`src/rtl/bus_arb_pkg.sv`:
```
// Shared types and helpers for the multi-master system-bus arbiter.
package bus_arb_pkg;

    typedef enum logic [0:0] {
        ST_IDLE = 1'b0,
        ST_BUSY = 1'b1
    } state_e;

    localparam int unsigned MODE_FIXED = 0;
    localparam int unsigned MODE_RR    = 1;

    // Ceiling log2; clog2(1) = 0.
    function automatic int unsigned clog2(input int unsigned value);
        int unsigned res;
        res = 0;
        while ((64'd1 << res) < 64'(value)) begin
            res++;
        end
        return res;
    endfunction

endpackage

```
`src/rtl/arb_pick.sv`:
```
// Combinational masked picker: first requester at or after start_i, wrapping at N.
module arb_pick
    import bus_arb_pkg::*;
#(
    parameter int unsigned N  = 2,
    parameter int unsigned IW = clog2(N)
) (
    input  logic [N-1:0]  req_i,
    input  logic [IW-1:0] start_i,
    input  logic [N-1:0]  mask_i,
    output logic [IW-1:0] idx_o,
    output logic          valid_o
);

    always_comb begin
        idx_o   = '0;
        valid_o = 1'b0;
        for (int unsigned i = 0; i < N; i++) begin
            int unsigned j;
            // Explicit wrap so non-power-of-two N never indexes past N-1.
            j = 32'(start_i) + i;
            if (j >= N) begin
                j = j - N;
            end
            if (!valid_o && req_i[j[IW-1:0]] && mask_i[j[IW-1:0]]) begin
                valid_o = 1'b1;
                idx_o   = j[IW-1:0];
            end
        end
    end

endmodule

```
`src/rtl/bus_master_arbiter.sv`:
```
// N-master, single-slave bus arbiter with fixed/round-robin policy, high-priority
// override mask, whole-transaction grant hold and slave-timeout abort.
module bus_master_arbiter
    import bus_arb_pkg::*;
#(
    parameter int unsigned          N_MASTERS  = 2,
    parameter int unsigned          ADDR_W     = 16,
    parameter int unsigned          DATA_W     = 8,
    parameter int unsigned          MODE       = MODE_FIXED,
    parameter logic [N_MASTERS-1:0] HIPRI_MASK = 'b1,
    parameter int unsigned          TIMEOUT    = 255
) (
    input  logic                        i_clk,
    input  logic                        i_reset,
    input  logic [N_MASTERS-1:0]        i_m_cs,
    input  logic [N_MASTERS-1:0]        i_m_we,
    input  logic [N_MASTERS*ADDR_W-1:0] i_m_addr,
    input  logic [N_MASTERS*DATA_W-1:0] i_m_dat,
    output logic [N_MASTERS-1:0]        o_m_ack,
    output logic [N_MASTERS-1:0]        o_m_err,
    output logic [DATA_W-1:0]           o_m_dat,
    output logic [N_MASTERS-1:0]        o_grant,
    output logic [ADDR_W-1:0]           o_addr,
    output logic [DATA_W-1:0]           o_dat,
    output logic                        o_cs,
    output logic                        o_we,
    input  logic [DATA_W-1:0]           i_dat,
    input  logic                        i_ack
);

    localparam int unsigned IW        = clog2(N_MASTERS);
    localparam int unsigned CW        = (TIMEOUT == 0) ? 1 : clog2(TIMEOUT + 1);
    localparam bit          TmoEn     = (TIMEOUT != 0);
    localparam logic [CW-1:0] CntMax  = {CW{1'b1}};
    localparam logic [CW-1:0] CntTmo  = CW'(TIMEOUT);
    localparam logic [IW-1:0] LastIdx = IW'(N_MASTERS - 1);

    state_e                 state_q, state_d;
    logic [N_MASTERS-1:0]   grant_q, grant_d;
    logic [CW-1:0]          cnt_q, cnt_d;
    logic [IW-1:0]          rr_ptr_q, rr_ptr_d;

    logic [IW-1:0]          hp_idx, rot_idx, win_idx;
    logic                   hp_valid, rot_valid;
    logic [IW-1:0]          rot_start;
    logic [ADDR_W-1:0]      sel_addr;
    logic [DATA_W-1:0]      sel_dat;
    logic                   sel_we, sel_cs;
    logic                   busy, ack_hit, tmo_hit;

    assign rot_start = (MODE == MODE_RR) ? rr_ptr_q : '0;

    arb_pick #(
        .N  (N_MASTERS),
        .IW (IW)
    ) u_pick_hipri (
        .req_i   (i_m_cs),
        .start_i ('0),
        .mask_i  (HIPRI_MASK),
        .idx_o   (hp_idx),
        .valid_o (hp_valid)
    );

    arb_pick #(
        .N  (N_MASTERS),
        .IW (IW)
    ) u_pick_rot (
        .req_i   (i_m_cs),
        .start_i (rot_start),
        .mask_i  ({N_MASTERS{1'b1}}),
        .idx_o   (rot_idx),
        .valid_o (rot_valid)
    );

    assign win_idx = hp_valid ? hp_idx : rot_idx;

    // grant_q is all-zero in IDLE, so the bus mux yields zeros there.
    always_comb begin
        sel_addr = '0;
        sel_dat  = '0;
        sel_we   = 1'b0;
        sel_cs   = 1'b0;
        for (int unsigned k = 0; k < N_MASTERS; k++) begin
            if (grant_q[k]) begin
                sel_addr = i_m_addr[k*ADDR_W +: ADDR_W];
                sel_dat  = i_m_dat[k*DATA_W +: DATA_W];
                sel_we   = i_m_we[k];
                sel_cs   = i_m_cs[k];
            end
        end
    end

    assign busy    = (state_q == ST_BUSY);
    assign ack_hit = busy && sel_cs && i_ack;
    // Ack outranks a same-cycle timeout.
    assign tmo_hit = TmoEn && busy && sel_cs && !i_ack && (cnt_q == CntTmo);

    assign o_grant = grant_q;
    assign o_addr  = sel_addr;
    assign o_dat   = sel_dat;
    assign o_we    = sel_we;
    assign o_cs    = sel_cs && !tmo_hit;
    assign o_m_ack = ack_hit ? grant_q : '0;
    assign o_m_err = tmo_hit ? grant_q : '0;
    assign o_m_dat = i_dat;

    always_comb begin
        state_d  = state_q;
        grant_d  = grant_q;
        cnt_d    = cnt_q;
        rr_ptr_d = rr_ptr_q;
        case (state_q)
            ST_IDLE: begin
                if (rot_valid) begin
                    state_d          = ST_BUSY;
                    grant_d          = '0;
                    grant_d[win_idx] = 1'b1;
                    cnt_d            = '0;
                    rr_ptr_d         = (win_idx == LastIdx) ? '0 : win_idx + 1'b1;
                end
            end
            ST_BUSY: begin
                if (cnt_q != CntMax) begin
                    cnt_d = cnt_q + 1'b1;
                end
                // A dropped request aborts silently; any slave ack that cycle is ignored.
                if (ack_hit || !sel_cs || tmo_hit) begin
                    state_d = ST_IDLE;
                    grant_d = '0;
                end
            end
            default: begin
                state_d = ST_IDLE;
                grant_d = '0;
            end
        endcase
    end

    always_ff @(posedge i_clk or posedge i_reset) begin
        if (i_reset) begin
            state_q  <= ST_IDLE;
            grant_q  <= '0;
            cnt_q    <= '0;
            rr_ptr_q <= '0;
        end else begin
            state_q  <= state_d;
            grant_q  <= grant_d;
            cnt_q    <= cnt_d;
            rr_ptr_q <= rr_ptr_d;
        end
    end

endmodule
```
`config.mk`:
```
export PLATFORM = sky130hd
export DESIGN_NAME = bus_master_arbiter
export DESIGN_NICKNAME = d
export VERILOG_FILES = /design/src/rtl/bus_arb_pkg.sv /design/src/rtl/arb_pick.sv /design/src/rtl/bus_master_arbiter.sv
export SDC_FILE = /design/constraint.sdc
export NUM_CORES = 1
export LEC_CHECK = 0
export BUFFER_PORTS_ARGS = -buffer_cell sky130_fd_sc_hd__buf_4
export CORE_MARGIN = 2
export CORE_UTILIZATION = 35
export CTS_CLUSTER_DIAMETER = 100
export CTS_CLUSTER_SIZE = 28
export DETAILED_ROUTE_END_ITERATION = 10
export HOLD_SLACK_MARGIN = 0.15
export PLACE_DENSITY = 0.77
export SLEW_MARGIN = 20
export SYNTH_ARGS = -nofsm -noshare
export SYNTH_HDL_FRONTEND = slang
export SYNTH_HIERARCHICAL = 1
export SYNTH_SLANG_ARGS = --single-unit
```
`constraint.sdc`:
```
create_clock -name i_clk -period 1.7 [get_ports i_clk]
set_input_delay 0.34 -clock i_clk [delete_from_list [all_inputs] [get_ports i_clk]]
set_output_delay 0.34 -clock i_clk [all_outputs]
set_load 0.02 [all_outputs]
```
# Word-level counts from Yosys, hierarchy flattened

Index checks and enable logic that the tools add are counted.

Register bits after elaboration: 11
Bits in latches: 0
RAM bits: 0
Bits in read-only memories: 0
Logic and storage cells: 52
Memories: 0

$add $sub $neg: 1
$mul: 0
Div/mod/pow operators: 0
Order comparisons: 2
Equal/unequal tests: 5
Shifts and indexed selects: 0
Multiplexer cells: 25
Bitwise gates (word level): 1
Reduce and logical (&&, ||, !) cells: 15

Operators with widths:

| kind                                                                         | number |
|---|---|
| 16-bit 2-to-1 mux                                                            | 2 |
| 8-bit 2-to-1 mux                                                             | 4 |
| 8-bit case mux with 2 select lines                                           | 1 |
| 1-bit 2-to-1 mux                                                             | 11 |
| 8-bit by 1-bit adder with 8-bit output, second input constant                | 1 |
| 8-bit equality test, second input constant                                   | 1 |
| 2-bit 2-to-1 mux                                                             | 4 |
| 8-bit inequality test, second input constant                                 | 1 |
| 1-bit logical AND                                                            | 7 |
| 1-bit logical NOT                                                            | 4 |
| 2-bit by 1-bit inequality test with 1-bit output, second input constant      | 2 |
| 2-bit case mux with 2 select lines                                           | 1 |
| 2-bit AND reduction                                                          | 2 |
| 1-bit logical OR                                                             | 2 |
| 1-bit by 2-bit less-than comparator with 1-bit output, second input constant | 1 |
| 2-bit inequality test, second input constant                                 | 1 |
| 1-bit case mux with 2 select lines                                           | 1 |
| 1-bit demux with 1-bit select                                                | 1 |
| 1-bit greater-or-equal comparator, second input constant                     | 1 |
| 1-bit inverter                                                               | 1 |

# Longest topological paths before layout

Gate-level depths: netlist of the first run.

Depth in word-level cells: 11
Depth in mapped cells: 5
Gate-level depth less buffers: 5

# Cells and area by module

Netlist of the first run, hierarchy kept.

By module, submodules not included:

| module             | times used | cells an instance | area an instance (um^2) |
|---|---|---|---|
| bus_master_arbiter | 1          | 125               | 1061.0 |
| arb_pick           | 2          | 4                 | 21.3 |

# Worst setup path after synthesis of the first run

No wires, ideal clock.

Kind: register to output
Start: reg grant_q[1] (netlist: o_grant[1])
End: out o_m_err[0]
Data arrival time: 1581 ps
Setup slack: -221 ps
Stages on the path, launching flop included: 5
Buffers on the path: 1
Cell sequence: dfrtp_1 -> buf_6 -> nand3b_4 -> a211o_1 -> nor3_1

Cells in the longest elaborated chain, start to end: 5

RTL lines:

| what                            | RTL line                  | source |
|---|---|---|
| from (decl)                     | bus_master_arbiter.sv:39  | `logic [N_MASTERS-1:0] grant_q, grant_d;` |
| from (signal assigned)          | bus_master_arbiter.sv:147 | `grant_q <= grant_d;` |
| 1-bit 2-to-1 mux                | bus_master_arbiter.sv:84  | `if (grant_q[k]) begin` |
| 1-bit logical AND (3 in series) | bus_master_arbiter.sv:96  | `assign tmo_hit = TmoEn && busy && sel_cs && !i_ack && (cnt_q == CntTmo);` |
| 2-bit 2-to-1 mux                | bus_master_arbiter.sv:104 | `assign o_m_err = tmo_hit ? grant_q : '0;` |
| to (decl)                       | bus_master_arbiter.sv:20  | `output logic [N_MASTERS-1:0] o_m_err,` |

Every way passes these cells.

# Worst setup path after layout of the first run

Ends and elaborated chain as after synthesis.

==> impl.org, run 1 <==
** Status
- The run finished, with violations left.
- The final reports fail on setup timing.

** Yosys
- Area contributors post-synth :: dfrtp_1 25%, a22o_1 18%, nand2_1 6.8%
- Part of the Yosys area used for sequential elements :: 24.94%
- The largest total area in the synthesized netlist belongs to dfrtp_1.
- Fraction of registers with async set/reset :: 100.0%
- Among all flip-flop cells after synthesis, the most frequent one is dfrtp_1.
- Counting flops and latches in the post-synthesis netlist gives 11.
- Yosys instantiated no cell more often than a22o_1.
- Top cells by instance count after synthesis :: 23 x a22o_1, 20 x nand2_1, 11 x dfrtp_1
- Multiplexer cells account for 2.721% of the synthesized area.
- Fraction of the mapped netlist area in adder cells :: 1.134%
- Synth warn :: 6
- Number of enable flip-flop cells after synthesis :: 0
- Summing the areas of all compound-gate instances in the mapped netlist gives 37.87% of the synthesized area.
- A synthesized cell averages 8.297 µm².
- Area fraction in and, or, nand and nor cells after synthesis :: 20.75%
- After synthesis, the largest family of logic cells by area is compound AO/OA/AOI/OAI gates.
- After synthesis, the netlist uses 41 different library cells.
- Number of instances in the synthesized netlist :: 133
- After synthesis, the largest area contributor takes up 24.94% of total cell area.
- The mapped netlist covers 1104 µm².
- Of the total synthesized cell area, the portion taken by XOR and XNOR cells is 0%.

** Global route
- Number of antenna violations at the first check in global routing :: 0
- After global routing the overflow that remains totals 0.
- Largest net degree at the start of global routing :: 14
- First-pass GRT wire length :: 6354 µm
- Vias in the first global route :: 1378
- Global routing used 23.45% of the available tracks.

** Layout
- After routing the design area is 1933 µm².
- Cells with a size suffix above 1 make up 54.19% of the layout.
- Relative to the synthesized area, the layout overhead comes to 75.17%.
- For this run, the post-layout net count is 292.
- Share of the core filled with cells in the final layout :: 63.84%
- 0 antenna diodes ended up in the layout.

** Clocking
- Inserted Clock Buffers :: 3
- TritonCTS built the clock tree.
- Maximum clock path buffer count :: 2
- Clock network latency to the later pin of the worst-skew pair :: 0.29 ns
- The clock drives 11 sinks.
- Total number of H-tree levels :: 1
- After clock tree synthesis, the clock-pin slew on the worst setup and hold paths is 0.08 ns.
- Root cell of the clock tree :: clkbuf_4

** Setup path
- R2R cell count :: 4
- The worst setup path is captured at an output port.
- Of all nets on the critical path, the largest fanout is 6.
- Setup crit start kind :: flip-flop
- In this run the register-to-register setup slack is 0.30 ns.
- Type of the worst setup path :: flip-flop to output port
- STA puts the critical path data arrival time at 1.53 ns.
- STA puts the critical path data required time at 1.36 ns.

** Timing
- Clock period minus worst slack :: 1.866 ns
- The max-slew violation count is 0.
- Crit path setup slack, layout :: -0.1659 ns
- Minimum hold slack :: 0.5023 ns
- Final setup vio count :: 27
- Total count of hold-check failures in the final report :: 0
- Unrepaired setup endpoints after global routing :: true
- Max Freq :: 535.9 MHz
- Dividing the final minimum period by the clock period gives 109.8%.
- Final clock skew :: 0.001470 ns

** Die
- Horizontal die dimension :: 60.15 µm
- The floorplan step defined a die boundary enclosing 3618 µm².
- Number of placed I/O pins :: 103
- For this configuration, the core starts out at a cell density of 36.45%.
- Placeable core area :: 3028 µm²
- Row generation in the floorplan step produced 20 rows.
- The die is 60.15 µm tall.

** Place
- Placed instance area :: 1822 µm²
- # port buffers :: 86
- Global placement routability congestion :: 0.8597
- Detailed placement HPWL :: 3442 µm

** Detailed routing
- Using the TritonRoute via totals, the vias-per-cell ratio works out to 5.303.
- After detailed routing, the number of remaining DRC violations is 0.
- For this block, the via count after detailed routing is 1437.
- Once detail routing completed, the nets flagged for antenna violations numbered 0.
- Mean routed wirelength per cell :: 16.01 µm
- Number of design-rule violations left by the first detailed-router iteration :: 46
- Wirelength, routed :: 4340 µm
- Number of iterations in the first detailed-routing pass :: 4

** Job
- Across the run, the number of max-cap violations was 0.

** Min path
- The tightest min-delay check is of the input port to flip-flop type.
- Counting instances, the worst hold path has a depth of 4.

** Pwr
- For this design the static power due to leakage is 0.9655 nW.
- The design draws 1.603 mW.
- PD cells :: 829.3 nW/µm²
- Maximum vdd drop :: 0.3549 mV
## routing by layer
metal	GRT usage (%)	vias up	wire length, µm
li1	-	687	-
met1	26.75	695	1666
met2	42.70	46	2373
met3	3.247	9	211
met4	10.48	0	89
met5	0	-	0
## state kept, by name, indices dropped and copies added (netlist names)
name     cells
cnt_q        8
busy         1
o_grant      2
## stage by stage
stage | TNS, ns | std cells | setup slack (ns)
final | -3.476 | 271 | -0.1659
after global placement | 0 | 264 | 0.1495
after detailed placement | 0 | 264 | 0.08796
after CTS | -3.663 | 272 | -0.1550
after floorplan | -0.2541 | 137 | -0.09622
after global routing | -5.047 | 271 | -0.2295
## cells in the final DEF (no fill, tap or decap), drive strengths merged, types with 3 or more instances in the layout
cell / instances
nand2: 20
dfrtp: 11
mux2i: 3
o211ai: 3
inv: 4
nand4: 3
conb: 6
clkbuf: 3
buf: 103
nand2b: 3
a22o: 23
nor2: 4
o21ai: 3
a211oi: 3
nand3: 5
## path summary, 6_finish.rpt
path                                             start                      to
worst max-delay path            o_grant[1]$_DFFE_PP0P_              o_m_err[0]
worst min-delay path                             i_ack  o_grant[0]$_DFFE_PP0P_
worst max register to register  o_grant[1]$_DFFE_PP0P_  o_grant[0]$_DFFE_PP0P_
worst min register to register    cnt_q[3]$_DFFE_PP0P_    cnt_q[3]$_DFFE_PP0P_
max in group asynchronous                      i_reset    cnt_q[3]$_DFFE_PP0P_
min in group asynchronous                      i_reset    cnt_q[2]$_DFFE_PP0P_
## logic make-up (layout without fill, tap and decap cells)
kind of cell,count (synthesis),after routing
other,2,6
AOI/OAI and AO/OA,50,50
buffers and inverters,22,112
adders and majority gates,1,1
DFF,11,11
muxes,3,3
and+or+nand+nor,44,44
## worst max-delay path, cell delays in order (launching register included)
cell and delay (ns):
dfrtp_2 0.46, nand3b_4 0.19, a211o_1 0.29, nor3_2 0.13, buf_4 0.17
## power breakdown
group | switching, mW | internal, mW
Sequential | 0.0412 | 0.298
Clock | 0.108 | 0.0876
Combinational | 0.544 | 0.523
Total | 0.694 | 0.909
## timing repair
action                                 4_1_cts  5_1_grt
pin swaps                                    4        1
cloned                                       1        0
hold buffers                                 1        0
setup buffers                                2        0
endpoints found under the hold margin       11        0
setup endpoints to repair                   27       29
gates resized for setup                     10        6
## cell type report
type / instances / area, µm²
sequential: 11 / 279.0
clock buffer: 3 / 22.52
inverter: 4 / 15.01
multi-input combinational: 104 / 749.5
fill: 274 / 1095
timing repair buffer: 104 / 807.0
tap: 44 / 55.05
clock inverter: 1 / 5.005
No activity file was read; power rests on OpenSTA's default activity.
==> run 2, diff against run 1 <==
==> constraint.sdc (replaced) <==
create_clock -name i_clk -period 2.3 [get_ports i_clk]
set_input_delay 0.46 -clock i_clk [delete_from_list [all_inputs] [get_ports i_clk]]
set_output_delay 0.46 -clock i_clk [all_outputs]
set_load 0.02 [all_outputs]
==> run 2 against run 1 <==
The flow now finishes without violations. Sequential power fell by 23%. Wire length fell by 15%. Design area decreased by 8.3%. Clock skew shrank 0.0010 ns. Via count down 7.0%. Non-clock buffer count is 14 lower. Flip-flop and latch count unchanged. First-iteration DRC count is 72% higher. Combinational power down 36%.
==> impl.org, run 2 (synthesized netlist as in run 1, its figures left out) <==
** Timing
- The final number of hold-violating endpoints came to 0.
- Setup repair after global routing left no endpoint under its margin.
- Period Utilization, post-route :: 92.58%
- Max Freq :: 469.6 MHz
- Summed over all failing endpoints, the final setup total negative slack is 0 ns.
- After layout, the minimum clock period comes to 2.129 ns.
- On the final layout, the worst clock skew is 0.0004468 ns.
- Final setup vio count :: 0
- Number of max-slew violations in the final report :: 0

** Die
- Number of placed I/O pins :: 103
- Once the floorplan was initialized, standard cells occupied 36.45% of the core.
- In this run the horizontal extent of the chip is 60.15 µm.
- The floorplan has 20 rows.
- In this run the standard cell core region covers 3028 µm².
- The die covers 3618 µm².
- Chip height :: 60.15 µm

** Status
- The flow ran to the end, and the final reports show no timing, DRC or antenna violations.

** Setup path
- For the worst setup path, the data required time is 1.84 ns.
- The worst setup path is launched from a flip-flop.
- Arrival time worst endpoint :: 1.67 ns
- Critical Path Fanout Max :: 7
- Type of the worst setup path :: flip-flop to output port
- Sort of element at the end of the critical path :: output port

** Layout
- Most frequent cells in the layout :: 90 x buf_4, 23 x a22o_1, 20 x nand2_1
- Leaving out fill and tap cells, the most frequent cell in the layout is buf_4.
- Post-synthesis to final-layout area growth :: 60.66%
- Max FFs per register :: 8
- Antenna cell count :: 0
- The register with the most flip-flops in the final layout is cnt_q.
- Number of non-filler instances in the completed layout :: 257
- In the final layout, the share of cells above drive strength 1 is 47.89%.
- Number of nets in the final layout :: 278

** Global route
- The first global-routing pass estimated 5037 µm of wire.
- Total global routing overflow :: 0
- The initial antenna violation count came to 0.
- Largest net degree at the start of global routing :: 24
- The number of global-route vias before repair is 1088.
- For this run, the total global-route usage over all layers was measured as 17.97%.

** Clocking
- Inserted Clock Buffers :: 3
- Clock network latency to the later pin of the worst-skew pair :: 0.26 ns
- Total number of H-tree levels :: 1
- Clock edge transition at the registers on the reported setup and hold paths :: 0.07 ns
- Maximum clock path buffer count :: 2
- Clock tree from TritonCTS :: yes
- The number of gates resized after CTS was 0.
- Setup Buffers After CTS :: 0
- The number of hold buffers added after CTS was 0.
- Clk sinks :: 11
- The root buffer cell chosen for the clock tree is clkbuf_4.

** Pwr
- Clock group share of total power :: 11.9%
- Internal power comes to 0.6112 mW.
- VDD sags by at most 0.4709 mV.
- Net switching is 43.05% of the power.
- PD cells :: 605.3 nW/µm²
- For this design the total switching power over the nets is 0.4621 mW.
- Leakage power :: 0.8830 nW
- Sequential cells account for 24.3% of the total power.
- Total power after layout :: 1.073 mW
- Combinational cells account for 63.7% of the total power.

** Detailed routing
- In the routed design, unresolved DRC markers number 0.
- Number of iterations in the first detailed-routing pass :: 4
- After detailed routing, the average wire length per cell comes to 14.29 µm.
- Detailed routing inserted a total of 1337 vias.
- For this block, the routed nets add up to 3673 µm of wire.
- Once detail routing completed, the nets flagged for antenna violations numbered 0.
- Via density per instance :: 5.202
- Number of design-rule violations left by the first detailed-router iteration :: 79

** Place
- Placed Cells incl. Taps :: 253
- Buffers placed on the I/O ports in this run total 86.
- The wire-length estimate of the detail-placed layout is 2826 µm.
- Routability-driven placement finished with a final weighted congestion of 0.9018.

** Job
- Across the run, the number of max-cap violations was 0.

** Min path
- Path category of the worst min-delay check :: input port to asynchronous set/reset pin
-- run 2: cell types whose count changed in the layout (fill, tap and decap cells not counted), sizes merged --
cell         previous run  this run
dlygate4sd3             1         0
buf                   103        90
clkbuf                  3         4
clkinv                  1         0
-- run 2: path summary, 6_finish.rpt --
| check | start | endpoint | slack [ns] | cells past startpoint |
|---|---|---|---|---|
| min in group i_clk | cnt_q[5]$_DFFE_PP0P_ | cnt_q[5]$_DFFE_PP0P_ | 0.56 | 1 |
| worst max-delay path | cnt_q[1]$_DFFE_PP0P_ | o_m_err[0] | 0.17 | 5 |
| worst min-delay path | i_reset | o_grant[1]$_DFFE_PP0P_ | 0.18 | 2 |
| max in group asynchronous | i_reset | cnt_q[0]$_DFFE_PP0P_ | 1.81 | 2 |
| worst min register to register | cnt_q[5]$_DFFE_PP0P_ | cnt_q[5]$_DFFE_PP0P_ | 0.56 | 1 |
| worst max register to register | cnt_q[1]$_DFFE_PP0P_ | o_grant[1]$_DFFE_PP0P_ | 0.82 | 4 |
-- run 2: layout make-up --
type                            count  area, µm²
Fill cell                         285       1255
Inverter                            4      15.01
Tap cell                           44      55.05
Timing Repair Buffer               90      675.6
Clock buffer                        4      26.28
Multi-Input combinational cell    104      724.4
Sequential cell                    11      276.5
-- run 2: power groups by stage --
| stage | clock (mW) | sequential (mW) | combinational (mW) |
|---|---|---|---|
| after floorplan | 0 | 0.263 | 0.410 |
| after global placement | 0 | 0.260 | 0.683 |
| after detailed placement | 0 | 0.263 | 0.679 |
| after CTS | 0.132 | 0.259 | 0.682 |
| after global routing | 0.145 | 0.266 | 0.727 |
| final | 0.128 | 0.261 | 0.684 |
-- run 2: per-layer routing --
layer  share of wire, %  track usage, %  wire length (µm)
met5                  0               0                 0
met3                 11           3.463               409
met1                 39           23.32              1428
met4               0.16           6.032                 6
met2                 50           29.66              1829
-- run 2: through the flow --
stage               hold WS, ns  util, %  instance area, µm²  worst slack [ns]
floorplan                0.3124        -                1119            0.2595
global placement         0.4789    57.23                1733            0.3840
detailed placement       0.4742    57.23                1733            0.3328
CTS                      0.1885    58.10                1759           0.04479
global route             0.2208    58.55                1773           0.04027
finish                   0.1848    58.55                1773            0.1706
-- run 2: worst max-delay path: stages (launching register included) --
cell and delay (ns):
dfrtp_1 0.43, ha_2 0.28, and2_2 0.21, nand3_1 0.17, nor3_2 0.16, buf_4 0.16
